===== src/rtl/traffic_pkg.sv =====
// Shared constants and types for the traffic_light intersection and its
// upstream farm-road sensor conditioner.
package traffic_pkg;

    localparam int unsigned LIGHT_W = 3;

    localparam logic [LIGHT_W-1:0] LIGHT_GREEN  = 3'b001;
    localparam logic [LIGHT_W-1:0] LIGHT_YELLOW = 3'b010;
    localparam logic [LIGHT_W-1:0] LIGHT_RED    = 3'b100;

    typedef enum logic [1:0] {
        ABSENT   = 2'd0,
        QUAL_ON  = 2'd1,
        PRESENT  = 2'd2,
        QUAL_OFF = 2'd3
    } deb_state_e;

    // Any encoding other than the exact green pattern is not-green.
    function automatic logic is_green(input logic [LIGHT_W-1:0] light);
        return (light == LIGHT_GREEN);
    endfunction

endpackage


===== src/rtl/sync_2ff.sv =====
// 1-bit two-flop synchroniser with asynchronous active-low reset.
module sync_2ff (
    input  logic clk,
    input  logic rst_n,
    input  logic d_i,
    output logic q_o
);

    logic meta_q;
    logic sync_q;

    always_ff @(posedge clk or negedge rst_n) begin
        if (!rst_n) begin
            meta_q <= 1'b0;
            sync_q <= 1'b0;
        end else begin
            meta_q <= d_i;
            sync_q <= meta_q;
        end
    end

    assign q_o = sync_q;

endmodule


===== src/rtl/farm_sensor_conditioner.sv =====
// Synchronises and debounces the farm-road loop, latches each arrival until
// the farm road is served green, counts arrivals and flags a stuck loop.
module farm_sensor_conditioner
    import traffic_pkg::*;
#(
    parameter int unsigned DEBOUNCE_CYCLES = 4,
    parameter int unsigned STUCK_CYCLES    = 1000,
    parameter int unsigned CNT_W           = 8
) (
    input  logic               clk,
    input  logic               rst_n,
    input  logic               raw_detect,
    input  logic [LIGHT_W-1:0] light_farm,
    output logic               sensor,
    output logic [CNT_W-1:0]   car_count,
    output logic               fault
);

    localparam int unsigned QUAL_W = 8;
    localparam int unsigned STK_W  = $clog2(STUCK_CYCLES + 1);

    localparam logic [QUAL_W-1:0] QUAL_LAST = QUAL_W'(DEBOUNCE_CYCLES - 1);
    localparam logic [STK_W-1:0]  STK_MAX   = STK_W'(STUCK_CYCLES);

    logic              sync_det;
    deb_state_e        state_q, state_d;
    logic [QUAL_W-1:0] qual_q, qual_d;
    logic [STK_W-1:0]  stuck_q, stuck_d;
    logic [CNT_W-1:0]  count_q, count_d;
    logic              latch_q, latch_d;
    logic              fault_q, fault_d;
    logic              sensor_q, sensor_d;
    logic              arrival;
    logic              engaged;

    sync_2ff u_sync (
        .clk   (clk),
        .rst_n (rst_n),
        .d_i   (raw_detect),
        .q_o   (sync_det)
    );

    always_ff @(posedge clk or negedge rst_n) begin
        if (!rst_n) begin
            state_q  <= ABSENT;
            qual_q   <= '0;
            stuck_q  <= '0;
            count_q  <= '0;
            latch_q  <= 1'b0;
            fault_q  <= 1'b0;
            sensor_q <= 1'b0;
        end else begin
            state_q  <= state_d;
            qual_q   <= qual_d;
            stuck_q  <= stuck_d;
            count_q  <= count_d;
            latch_q  <= latch_d;
            fault_q  <= fault_d;
            sensor_q <= sensor_d;
        end
    end

    // Debounce FSM: qual_q counts consecutive synchronised samples at the new level.
    always_comb begin
        state_d = state_q;
        qual_d  = qual_q;
        arrival = 1'b0;
        case (state_q)
            ABSENT: begin
                if (sync_det) begin
                    state_d = QUAL_ON;
                    qual_d  = QUAL_W'(1);
                end
            end
            QUAL_ON: begin
                if (!sync_det) begin
                    state_d = ABSENT;
                    qual_d  = '0;
                end else if (qual_q >= QUAL_LAST) begin
                    state_d = PRESENT;
                    qual_d  = '0;
                    arrival = 1'b1;
                end else begin
                    qual_d = qual_q + QUAL_W'(1);
                end
            end
            PRESENT: begin
                if (!sync_det) begin
                    state_d = QUAL_OFF;
                    qual_d  = QUAL_W'(1);
                end
            end
            QUAL_OFF: begin
                if (sync_det) begin
                    state_d = PRESENT;
                    qual_d  = '0;
                end else if (qual_q >= QUAL_LAST) begin
                    state_d = ABSENT;
                    qual_d  = '0;
                end else begin
                    qual_d = qual_q + QUAL_W'(1);
                end
            end
            default: begin
                state_d = ABSENT;
                qual_d  = '0;
            end
        endcase
    end

    // Request latch, saturating arrival count and stuck-loop watchdog.
    always_comb begin
        engaged  = (state_q == PRESENT) || (state_q == QUAL_OFF);
        latch_d  = latch_q;
        count_d  = count_q;
        stuck_d  = '0;
        if (arrival) begin
            latch_d = 1'b1;
        end else if (is_green(light_farm)) begin
            latch_d = 1'b0;
        end
        if (arrival && (count_q != {CNT_W{1'b1}})) begin
            count_d = count_q + CNT_W'(1);
        end
        if (engaged) begin
            stuck_d = (stuck_q == STK_MAX) ? stuck_q : stuck_q + STK_W'(1);
        end
        fault_d  = (stuck_d == STK_MAX);
        sensor_d = latch_q | engaged | fault_q;
    end

    assign sensor    = sensor_q;
    assign car_count = count_q;
    assign fault     = fault_q;

endmodule


===== config.mk =====
export PLATFORM = sky130hd
export DESIGN_NAME = farm_sensor_conditioner
export DESIGN_NICKNAME = d
export VERILOG_FILES = /design/src/rtl/traffic_pkg.sv /design/src/rtl/sync_2ff.sv /design/src/rtl/farm_sensor_conditioner.sv
export SDC_FILE = /design/constraint.sdc
export NUM_CORES = 1
export LEC_CHECK = 0
export BUFFER_PORTS_ARGS = -buffer_cell sky130_fd_sc_hd__buf_4
export CORE_AREA = 2 2 70 72
export DETAILED_ROUTE_END_ITERATION = 8
export DIE_AREA = 0 0 72 74
export GPL_TIMING_DRIVEN = 0
export SYNTH_ARGS = -nofsm -noshare
export SYNTH_HDL_FRONTEND = slang
export SYNTH_SLANG_ARGS = --single-unit

===== constraint.sdc =====
create_clock -name clk -period 2.6 [get_ports clk]
set_input_delay 0.52 -clock clk [delete_from_list [all_inputs] [get_ports clk]]
set_output_delay 0.52 -clock clk [all_outputs]
set_load 0.05 [all_outputs]

* Yosys cells after proc, flatten, opt, wreduce, memory -nomap -nowiden
Index checks and enable logic that the tools add are counted.
** Word-level totals
- Input bits :: 6
- Register bits after elaboration :: 33
- Output and inout bits :: 10
** Cells by class
- $lt $le $gt $ge :: 1
- Reduce and logical (&&, ||, !) cells :: 6
- Bitwise gates (word level) :: 2
- $add $sub $neg :: 3
- Multiplexer cells :: 20
- Equality and inequality tests :: 11
** Operator list (count)
- 8-bit two-way mux :: 5
- 8-bit one-hot mux with 4 select lines :: 1
- 10-bit == test, second input constant :: 2
- 10-bit two-way mux :: 2
- 8-bit by 1-bit adder with 8-bit output, second input constant :: 2
- 2-bit two-way mux :: 6
- 10-bit by 1-bit adder with 10-bit output, second input constant :: 1
- 8-bit by 2-bit greater-or-equal comparator with 1-bit output, second input constant :: 1
- 8-bit != test, second input constant :: 1
- 2-bit one-hot mux with 4 select lines :: 1
- 1-bit two-way mux :: 5
- 2-bit == test, second input constant :: 2
- 4-bit AND reduction :: 1
- 3-bit by 1-bit == test with 1-bit output, second input constant :: 1
- 3-bit by 2-bit != test with 1-bit output, second input constant :: 1
- 3-bit != test, second input constant :: 1
- 2-bit by 1-bit == test with 1-bit output, second input constant :: 1
- 2-bit logical NOT :: 1
- 2-bit by 1-bit != test with 1-bit output, second input constant :: 1
- 2-bit != test, second input constant :: 1
- 1-bit OR :: 2
- 2-bit AND reduction :: 1
- 2-bit nonzero test :: 1
- 1-bit logical AND :: 1
- 1-bit logical OR :: 1

* Longest topological paths before layout
Gate-level depths: netlist of run 1.
- Depth in word-level cells :: 5
- Depth in mapped cells :: 6

* Hierarchy
Synthesis of run 1 repeated with hierarchy kept, for this count alone.
** Unflattened totals
- Cell total of the unflattened synthesis :: 134
- Area, all modules :: 1535.2 um2
** By module, submodules not included
- farm_sensor_conditioner :: sequential area each 775.7 um2, cells each 132, instances 1, area an instance 1485.2 um2
- sync_2ff :: sequential area each 50.0 um2, cells each 2, instances 1, area an instance 50.0 um2

* Worst setup path after synthesis of run 1
Ideal clock, no wire load.
- Path kind :: register to register
- Start :: register count_q[0] (netlist: car_count[0])
- End :: register count_q[1] (netlist: car_count[1])
- Buffers on the path :: 0
- Setup time :: 128 ps
- Cell stages (with the launch flop) :: 6
- Data required time :: 2472 ps
- Slack :: 609 ps
- Period minus slack after synthesis :: 1991 ps
- Data arrival time :: 1863 ps
- Cells stage by stage :: dfrtp_1 > ha_1 > nand2_1 > nor3_1 > nor2_1 > mux2_1
** Between the ends
- Cells in the longest elaborated chain, start to end :: 2
- Elaborated cells on any way between the ends :: 3
** Ends and longest elaborated chain
- start, declared :: RTL line farm_sensor_conditioner.sv:29 : logic [CNT_W-1:0] count_q, count_d;
- start signal, assigned :: RTL line farm_sensor_conditioner.sv:56 : count_q <= count_d;
- branches (longest 2 deep; another with 8-bit by 1-bit adder with 8-bit output)
Parallel ways; which one is timed is not known.
A chain may end at the register's enable or synchronous reset.

* Final worst setup path of run 1
- Start :: register stuck_q[0]
- End :: register fault_q (netlist: fault)
** Between the ends
- Cells in the longest elaborated chain, start to end :: 4
- Elaborated cells on any way between the ends :: 5
** Ends and longest elaborated chain
- start, declared :: RTL line farm_sensor_conditioner.sv:28 : logic [STK_W-1:0] stuck_q, stuck_d;
- start signal, assigned :: RTL line farm_sensor_conditioner.sv:55 : stuck_q <= stuck_d;
- 10-bit by 1-bit adder with 10-bit output / 10-bit == test (equally long branches) :: RTL line farm_sensor_conditioner.sv:126 : stuck_d = (stuck_q == STK_MAX) ? stuck_q : stuck_q + STK_W'(1);
- 10-bit two-way mux (*) :: RTL line farm_sensor_conditioner.sv:126
- 10-bit two-way mux (*) :: RTL line farm_sensor_conditioner.sv:125 : if (engaged) begin
- 10-bit == test (*) :: RTL line farm_sensor_conditioner.sv:128 : fault_d = (stuck_d == STK_MAX);
- via fault_d :: RTL line farm_sensor_conditioner.sv:31 : logic fault_q, fault_d;
- end signal, assigned :: RTL line farm_sensor_conditioner.sv:58 : fault_q <= fault_d;
- end, declared :: RTL line farm_sensor_conditioner.sv:31
The timed path passes the listed nets; every way through them passes the cells marked *.

==> flow_summary.rst, run 1 <==
.. list-table::
   :header-rows: 1

   * - Metric
     - Value
   * - Max-cap violations
     - 0
   * - TNS Setup
     - 0 ns
   * - Flip-flop and latch count after synthesis
     - 33
   * - Most common cell in the netlist
     - dfrtp_1
   * - Parity-gate share of the synthesized area counting xor and xnor cells
     - 6.818%
   * - Min-delay worst type
     - in -> async
   * - R2R Setup Slk
     - 0.63 ns
   * - Number of distinct standard cells referenced by the synthesized netlist
     - 35
   * - Synth-to-layout area growth
     - 16.48%
   * - Synthesized net count
     - 150
   * - Hold-fix buffer count after cts
     - 0
   * - H-tree level count
     - 2
   * - 1st-pass router iterations
     - 4
   * - Die width
     - 72 um
   * - Period utilisation layout
     - 75.80%
   * - CTS sink cnt
     - 33
   * - RR Endpoint
     - fault
   * - Detailed placement HPWL
     - 1.998 mm
   * - RR Startpoint
     - stuck_q[0]
   * - First-pass GRT wire length
     - 4.926 mm
   * - Status
     - completed
   * - Biggest fanout along the worst timing path
     - 7
   * - Worst clock skew on the final layout
     - 0.004921 ns
   * - Final global-route overflow total
     - 0
   * - VDD IR max
     - 0.4405 mV
   * - Required time worst endpoint
     - 2.76 ns
   * - # setup viols final
     - 0
   * - PD cells
     - 777.2 mW/mm^2
   * - CTS Buf Count
     - 5
   * - Clock tree from TritonCTS
     - yes
   * - Buffers from clock root to sink, at most
     - 2
   * - Overall die area
     - 0.005328 mm^2
   * - Final Hold Violating Endpoints
     - 0
   * - Synth area leader
     - dfrtp_1
   * - Max_slew headroom
     - 60.51%
   * - Setup repair after global routing missed its margin
     - false
   * - Source-to-sink clock delay at the later pin of the worst-skew pair
     - 0.27 ns
   * - Setup bufs post-CTS
     - 0
   * - Number of global-route vias before repair
     - 1,088
   * - Routed WL per cell
     - 13.02 um
   * - Adder-cell share of the synthesized area
     - 3.247%
   * - Total via count in the routed design
     - 1,081
   * - Clock slew at reported path FFs
     - 0.06 ns
   * - Number of instances in the synthesized netlist
     - 140
   * - Initial Util
     - 33.52%
   * - Clock period minus worst slack
     - 1.971 ns
   * - Compound-Gate Fraction of Synth Area
     - 6.818%
   * - Number of nets with antenna violations after routing
     - 0
   * - Critical Path Source Type
     - flip-flop
   * - Number of vias per cell
     - 5.028
   * - Pin count of the biggest net entering global routing
     - 34
   * - CP Capture Type
     - flip-flop
   * - Clock tree root buffer cell
     - clkbuf_8
   * - Die outline height
     - 74 um
   * - Total of buffers placed on input and output ports
     - 15
   * - Maximum clock frequency
     - 0.5074 GHz
   * - Final Routed Wirelength
     - 2.799 mm
   * - Number of design rule violations left after detail routing
     - 0
   * - Leakage power summed over all cells
     - 0.8392 nW
   * - Standard cell core area
     - 0.004598 mm^2
   * - Routability cong.
     - 0.7769
   * - Area share of the largest cell type after synthesis
     - 53.57%
   * - Post-cts resize count
     - 0
   * - Post-synthesis share of cell area spent on and, or, nand and nor gates
     - 23.70%
   * - Number of violations reported at the end of detailed-routing iteration 0
     - 47
   * - Count of non-filler cells in the finished layout
     - 215
   * - Pins over their slew limit
     - 0
   * - Count of antenna diodes in the layout
     - 0
   * - Kind of critical path
     - reg -> reg
   * - Number of antenna violations at the first check in global routing
     - 0
   * - Proportion of synthesized flip-flops having asynchronous set or reset
     - 100.0%
   * - WP data arrival
     - 2.13 ns
   * - Number of cell instances on the worst register-to-register path
     - 6
   * - Number of instances in the placed design
     - 209
   * - Synth warn
     - 0
   * - Fin nets
     - 172
   * - Fraction of final layout cells with drive strength greater than 1
     - 16.15%
   * - Pin slew with the least headroom to its limit
     - 0.5879 ns
   * - Top flip-flop cell by instance count after synthesis
     - dfrtp_1
   * - Mean Syn Cell Area
     - 11.01 um^2
   * - Main combinational cell family by area after synthesis
     - simple AND/OR/NAND/NOR gates
   * - Count of standard-cell rows
     - 25
   * - GRT Util Overall
     - 12.03%
   * - Number of synthesized flops with an enable pin
     - 0
   * - Sequential share of the synthesized area
     - 53.57%
   * - Synth top cells by count
     - dfrtp_1, nand2_1, nor2_1
   * - Post-synth design cell area
     - 0.001541 mm^2
   * - Fill count
     - 436
   * - Ranking of synthesized cells by area
     - dfrtp_1, xor2_1, ha_1, nand3_1, nand2_1
   * - Number of primary I/O pins
     - 16
   * - Proportion of synthesized area in mux cells
     - 4.140%
per-stage QoR:
stage / setup WS [ns] / total power (W) / utilization, % / area, um^2 / hold WS, ns
finish: 0.6292 / 0.001395 / 39.05 / 1795 / 0.1817
detailed placement: 0.6518 / 0.001068 / 37.44 / 1722 / 0.3463
CTS: 0.6485 / 0.001419 / 39.05 / 1795 / 0.1966
global route: 0.5214 / 0.001503 / 39.05 / 1795 / 0.2110
global placement: 0.7224 / 0.001045 / 37.44 / 1722 / 0.3407
floorplan: 0.6093 / 0.0009387 / - / 1541 / 0.2244
final cells by class:
type | count | area, um^2 | share of cell area [%]
multi-input cells | 100 | 689.4 | 38.40
clock buffers | 5 | 68.82 | 3.833
clock inverters | 1 | 5.005 | 0.2787
inverters | 7 | 26.28 | 1.463
flip-flops and latches | 33 | 825.8 | 45.99
repair buffers | 15 | 112.6 | 6.272
well taps | 54 | 67.56 | 3.763
placed cells by master, fill, tap and decap left out, types with 4 or more instances in the layout:
cell,instances
a21oi_1,4
and2_1,7
buf_4,15
clkbuf_8,5
dfrtp_1,33
ha_1,4
inv_1,6
nand2_1,12
nand3_1,9
nor2_1,12
nor3_1,5
xor2_1,9
logic make-up (layout without fill, tap and decap cells):
logic type,Yosys count,count (layout)
flops,33,33
mux,6,6
compound gates,15,15
xor+xnor,12,12
buf+inv,7,28
simple gates,63,63
fa+ha+maj,4,4
metal layers:
layer | routed length [um] | global-route usage, % | vias to the layer above | share of wire [%]
met1 | 1375 | 15.92 | 532 | 49
met2 | 1290 | 18.21 | 15 | 46
met3 | 86 | 3.659 | 4 | 3.1
li1 | - | - | 530 | -
met5 | 0 | 0 | - | 0
met4 | 47 | 5.660 | 0 | 1.7
how the worst max path moves through the flow:
stage	slack [ns]	cells past startpoint	end	start
2_1_floorplan	0.61	5	car_count[1]	car_count[0]
3_5_place_dp	0.65	6	fault	stuck_q[0]
4_1_cts	0.65	6	fault	stuck_q[0]
5_1_grt	0.52	6	fault	stuck_q[0]
3_3_place_gp	0.72	6	fault	stuck_q[0]
6_report	0.63	6	fault	stuck_q[0]
worst max-delay path: stages, from the launching register on:
cell	delay, ns
dfrtp_1	0.45
inv_1	0.15
ha_1	0.18
nand4b_1	0.15
nor4_4	0.35
mux2_2	0.38
and4_1	0.19
report_power, final:
group / leakage, nW / switching, W / total [W] / internal, W
registers: 0.443 / 0.0000935 / 0.000683 / 0.000589
clock network: 0.0399 / 0.000166 / 0.000341 / 0.000176
logic: 0.356 / 0.000237 / 0.000371 / 0.000134
total: 0.839 / 0.000496 / 0.00140 / 0.000900
sequential cells by signal, indices dropped and copies added (netlist names), named ones only:
name           count
fault              1
latch_q            1
sensor             1
u_sync.q_o         1
u_sync.meta_q      1
stuck_q           10
state_q            1
car_count          8
qual_q             8
(Power assumes the default switching activity.)
==> run 2, diff against run 1 <==
Clock period 2.6 ns to 1.8 ns, I/O delays scaled along.
==> run 2 against run 1 <==
Register-to-register slack worse by 0.61 ns. Critical path depth is the same. Non-clock buffer count is 9 higher. Clock power increased by 56%. Sequential cell count stayed put. Via count is 6.4% higher. Critical path type unchanged.
==> flow_summary.rst, run 2 (synthesis results as in run 1) <==
.. list-table::
   :header-rows: 1

   * - Metric
     - Value
   * - TNS Setup
     - 0 ns
   * - Count of standard-cell rows
     - 25
   * - Biggest fanout along the worst timing path
     - 6
   * - Die outline height
     - 74 um
   * - Number of antenna violations at the first check in global routing
     - 0
   * - CP Capture Type
     - flip-flop
   * - Clock tree root buffer cell
     - clkbuf_8
   * - Top library cells by usage in the layout, fill and taps aside
     - dfrtp_1, buf_4, nor2_1, nand2_1
   * - Final instance area
     - 0.001959 mm^2
   * - Initial Util
     - 33.52%
   * - Synth-to-layout area growth
     - 27.11%
   * - First-pass GRT wire length
     - 5.340 mm
   * - Count of antenna diodes in the layout
     - 0
   * - Max-cap violations
     - 0
   * - 1st-pass router iterations
     - 4
   * - Largest reg by FF count
     - stuck_q
   * - Portion of total power attributed to the clock network
     - 24.1%
   * - Final Routed Wirelength
     - 3.141 mm
   * - Pins over their slew limit
     - 0
   * - Setup repair after global routing missed its margin
     - true
   * - Comb power frac
     - 31.3%
   * - Buffers from clock root to sink, at most
     - 2
   * - Number of primary I/O pins
     - 16
   * - Min-delay worst type
     - in -> async
   * - Clock slew at reported path FFs
     - 0.07 ns
   * - Overall die area
     - 0.005328 mm^2
   * - Most common cell after layout, fill and taps aside
     - dfrtp_1
   * - Required time worst endpoint
     - 1.99 ns
   * - Power share of the sequential group
     - 44.6%
   * - Placed cell areas
     - 0.001732 mm^2
   * - Fill count
     - 426
   * - Pin count of the biggest net entering global routing
     - 34
   * - H-tree level count
     - 2
   * - Number of design rule violations left after detail routing
     - 0
   * - Smallest hold slack
     - 0.01233 ns
   * - Total of buffers placed on input and output ports
     - 15
   * - PD cells
     - 1130 mW/mm^2
   * - Final Hold Violating Endpoints
     - 0
   * - Number of nets with antenna violations after routing
     - 0
   * - Pin slew with the least headroom to its limit
     - 0.4115 ns
   * - Fraction of final layout cells with drive strength greater than 1
     - 29.07%
   * - Cell internal pwr
     - 0.001417 W
   * - Total via count in the routed design
     - 1,150
   * - Number of vias per cell
     - 5.088
   * - CTS sink cnt
     - 33
   * - # setup viols final
     - 0
   * - Final Util
     - 42.61%
   * - Max_slew headroom
     - 72.57%
   * - Routed WL per cell
     - 13.90 um
   * - Critical Path Source Type
     - flip-flop
   * - Number of flip-flops in the largest register
     - 10
   * - Switching Power
     - 0.0007978 W
   * - Clock period minus worst slack
     - 1.782 ns
   * - Detailed placement HPWL
     - 2.028 mm
   * - Standard cell core area
     - 0.004598 mm^2
   * - VDD IR max
     - 0.7185 mV
   * - CTS Buf Count
     - 5
   * - Routability cong.
     - 0.7581
   * - GRT Util Overall
     - 13.01%
   * - WP data arrival
     - 1.97 ns
   * - Die width
     - 72 um
   * - Kind of critical path
     - reg -> reg
   * - Clock tree from TritonCTS
     - yes
   * - Source-to-sink clock delay at the later pin of the worst-skew pair
     - 0.28 ns
   * - Worst clock skew on the final layout
     - 0.005388 ns
   * - Number of violations reported at the end of detailed-routing iteration 0
     - 32
   * - Leakage power summed over all cells
     - 0.9025 nW
   * - Status
     - completed
   * - Number of global-route vias before repair
     - 1,138
   * - Fin nets
     - 181
   * - Final global-route overflow total
     - 0
   * - Period utilisation layout
     - 98.99%
   * - Maximum clock frequency
     - 0.5612 GHz
   * - Number of cell instances on the worst register-to-register path
     - 6
   * - Net switching fraction of the power
     - 36.02%
[run 2: cell count changes in the layout (fill, tap and decap cells not counted), moves of 2 or more]
cell     before  now
buf_4        15   23
dfrtp_1      33   27
dfrtp_2       0    6
ha_1          4    1
ha_4          0    2
[run 2: path summary, 6_finish.rpt]
path / endpoint / startpoint / slack (ns)
worst max-delay path: car_count[4] / qual_q[0] / 0.02
worst max register to register: car_count[4] / qual_q[0] / 0.02
worst min register to register: u_sync.q_o / u_sync.meta_q / 0.36
max in group asynchronous: car_count[1] / rst_n / 1.47
min in group clk: u_sync.meta_q / raw_detect / 0.19
worst min-delay path: qual_q[3] / rst_n / 0.01
[run 2: power by group through the flow]
stage | registers (W) | logic, W | clock network [W]
floorplan | 0.00109 | 0.000275 | 0
global placement | 0.000991 | 0.000515 | 0
detailed placement | 0.00100 | 0.000539 | 0
CTS | 0.000973 | 0.000667 | 0.000556
global route | 0.00101 | 0.000773 | 0.000597
finish | 0.000988 | 0.000694 | 0.000533
[run 2: worst max-delay path, cell delays in order (launching register included)]
cell and delay, ns:
dfrtp_1 0.42, ha_4 0.16, nor4_4 0.04, a2111o_1 0.47
buf_6 0.17, nor4b_4 0.27, xor2_1 0.17
[run 2: area by class of cell]
| class | count | area, um^2 | area share [%] |
|---|---|---|---|
| flip-flops and latches | 33 | 833.3 | 42.53 |
| multi-input cells | 100 | 762.0 | 38.89 |
| repair buffers | 24 | 183.9 | 9.387 |
| clock buffers | 5 | 68.82 | 3.512 |
| well taps | 54 | 67.56 | 3.448 |
| inverters | 7 | 26.28 | 1.341 |
| clock inverters | 3 | 17.52 | 0.8940 |
[run 2: repair_timing]
item,4_1_cts,5_1_grt
pin swaps,3,7
setup endpoints to repair,4,9
buffers inserted,9,0
gates resized for setup,8,7
gates cloned,0,0
hold buffers,0,0
[run 2: through the flow]
step	cells	setup slack (ns)	total power [W]
2_1_floorplan	140	0.06087	0.001360
3_3_place_gp	209	-0.07427	0.001507
3_5_place_dp	209	-0.1260	0.001542
4_1_cts	226	-0.01558	0.002196
5_1_grt	226	-0.08637	0.002376
6_report	226	0.01811	0.002215
[run 2: metal layers]
layer | global-route usage, % | vias up | wire length (um) | part of all wire [%]
li1 | - | 554 | - | -
met1 | 16.35 | 572 | 1347 | 43
met2 | 21.81 | 20 | 1668 | 53
met3 | 2.439 | 4 | 71 | 2.3
met4 | 6.289 | 0 | 53 | 1.7
met5 | 0 | - | 0 | 0
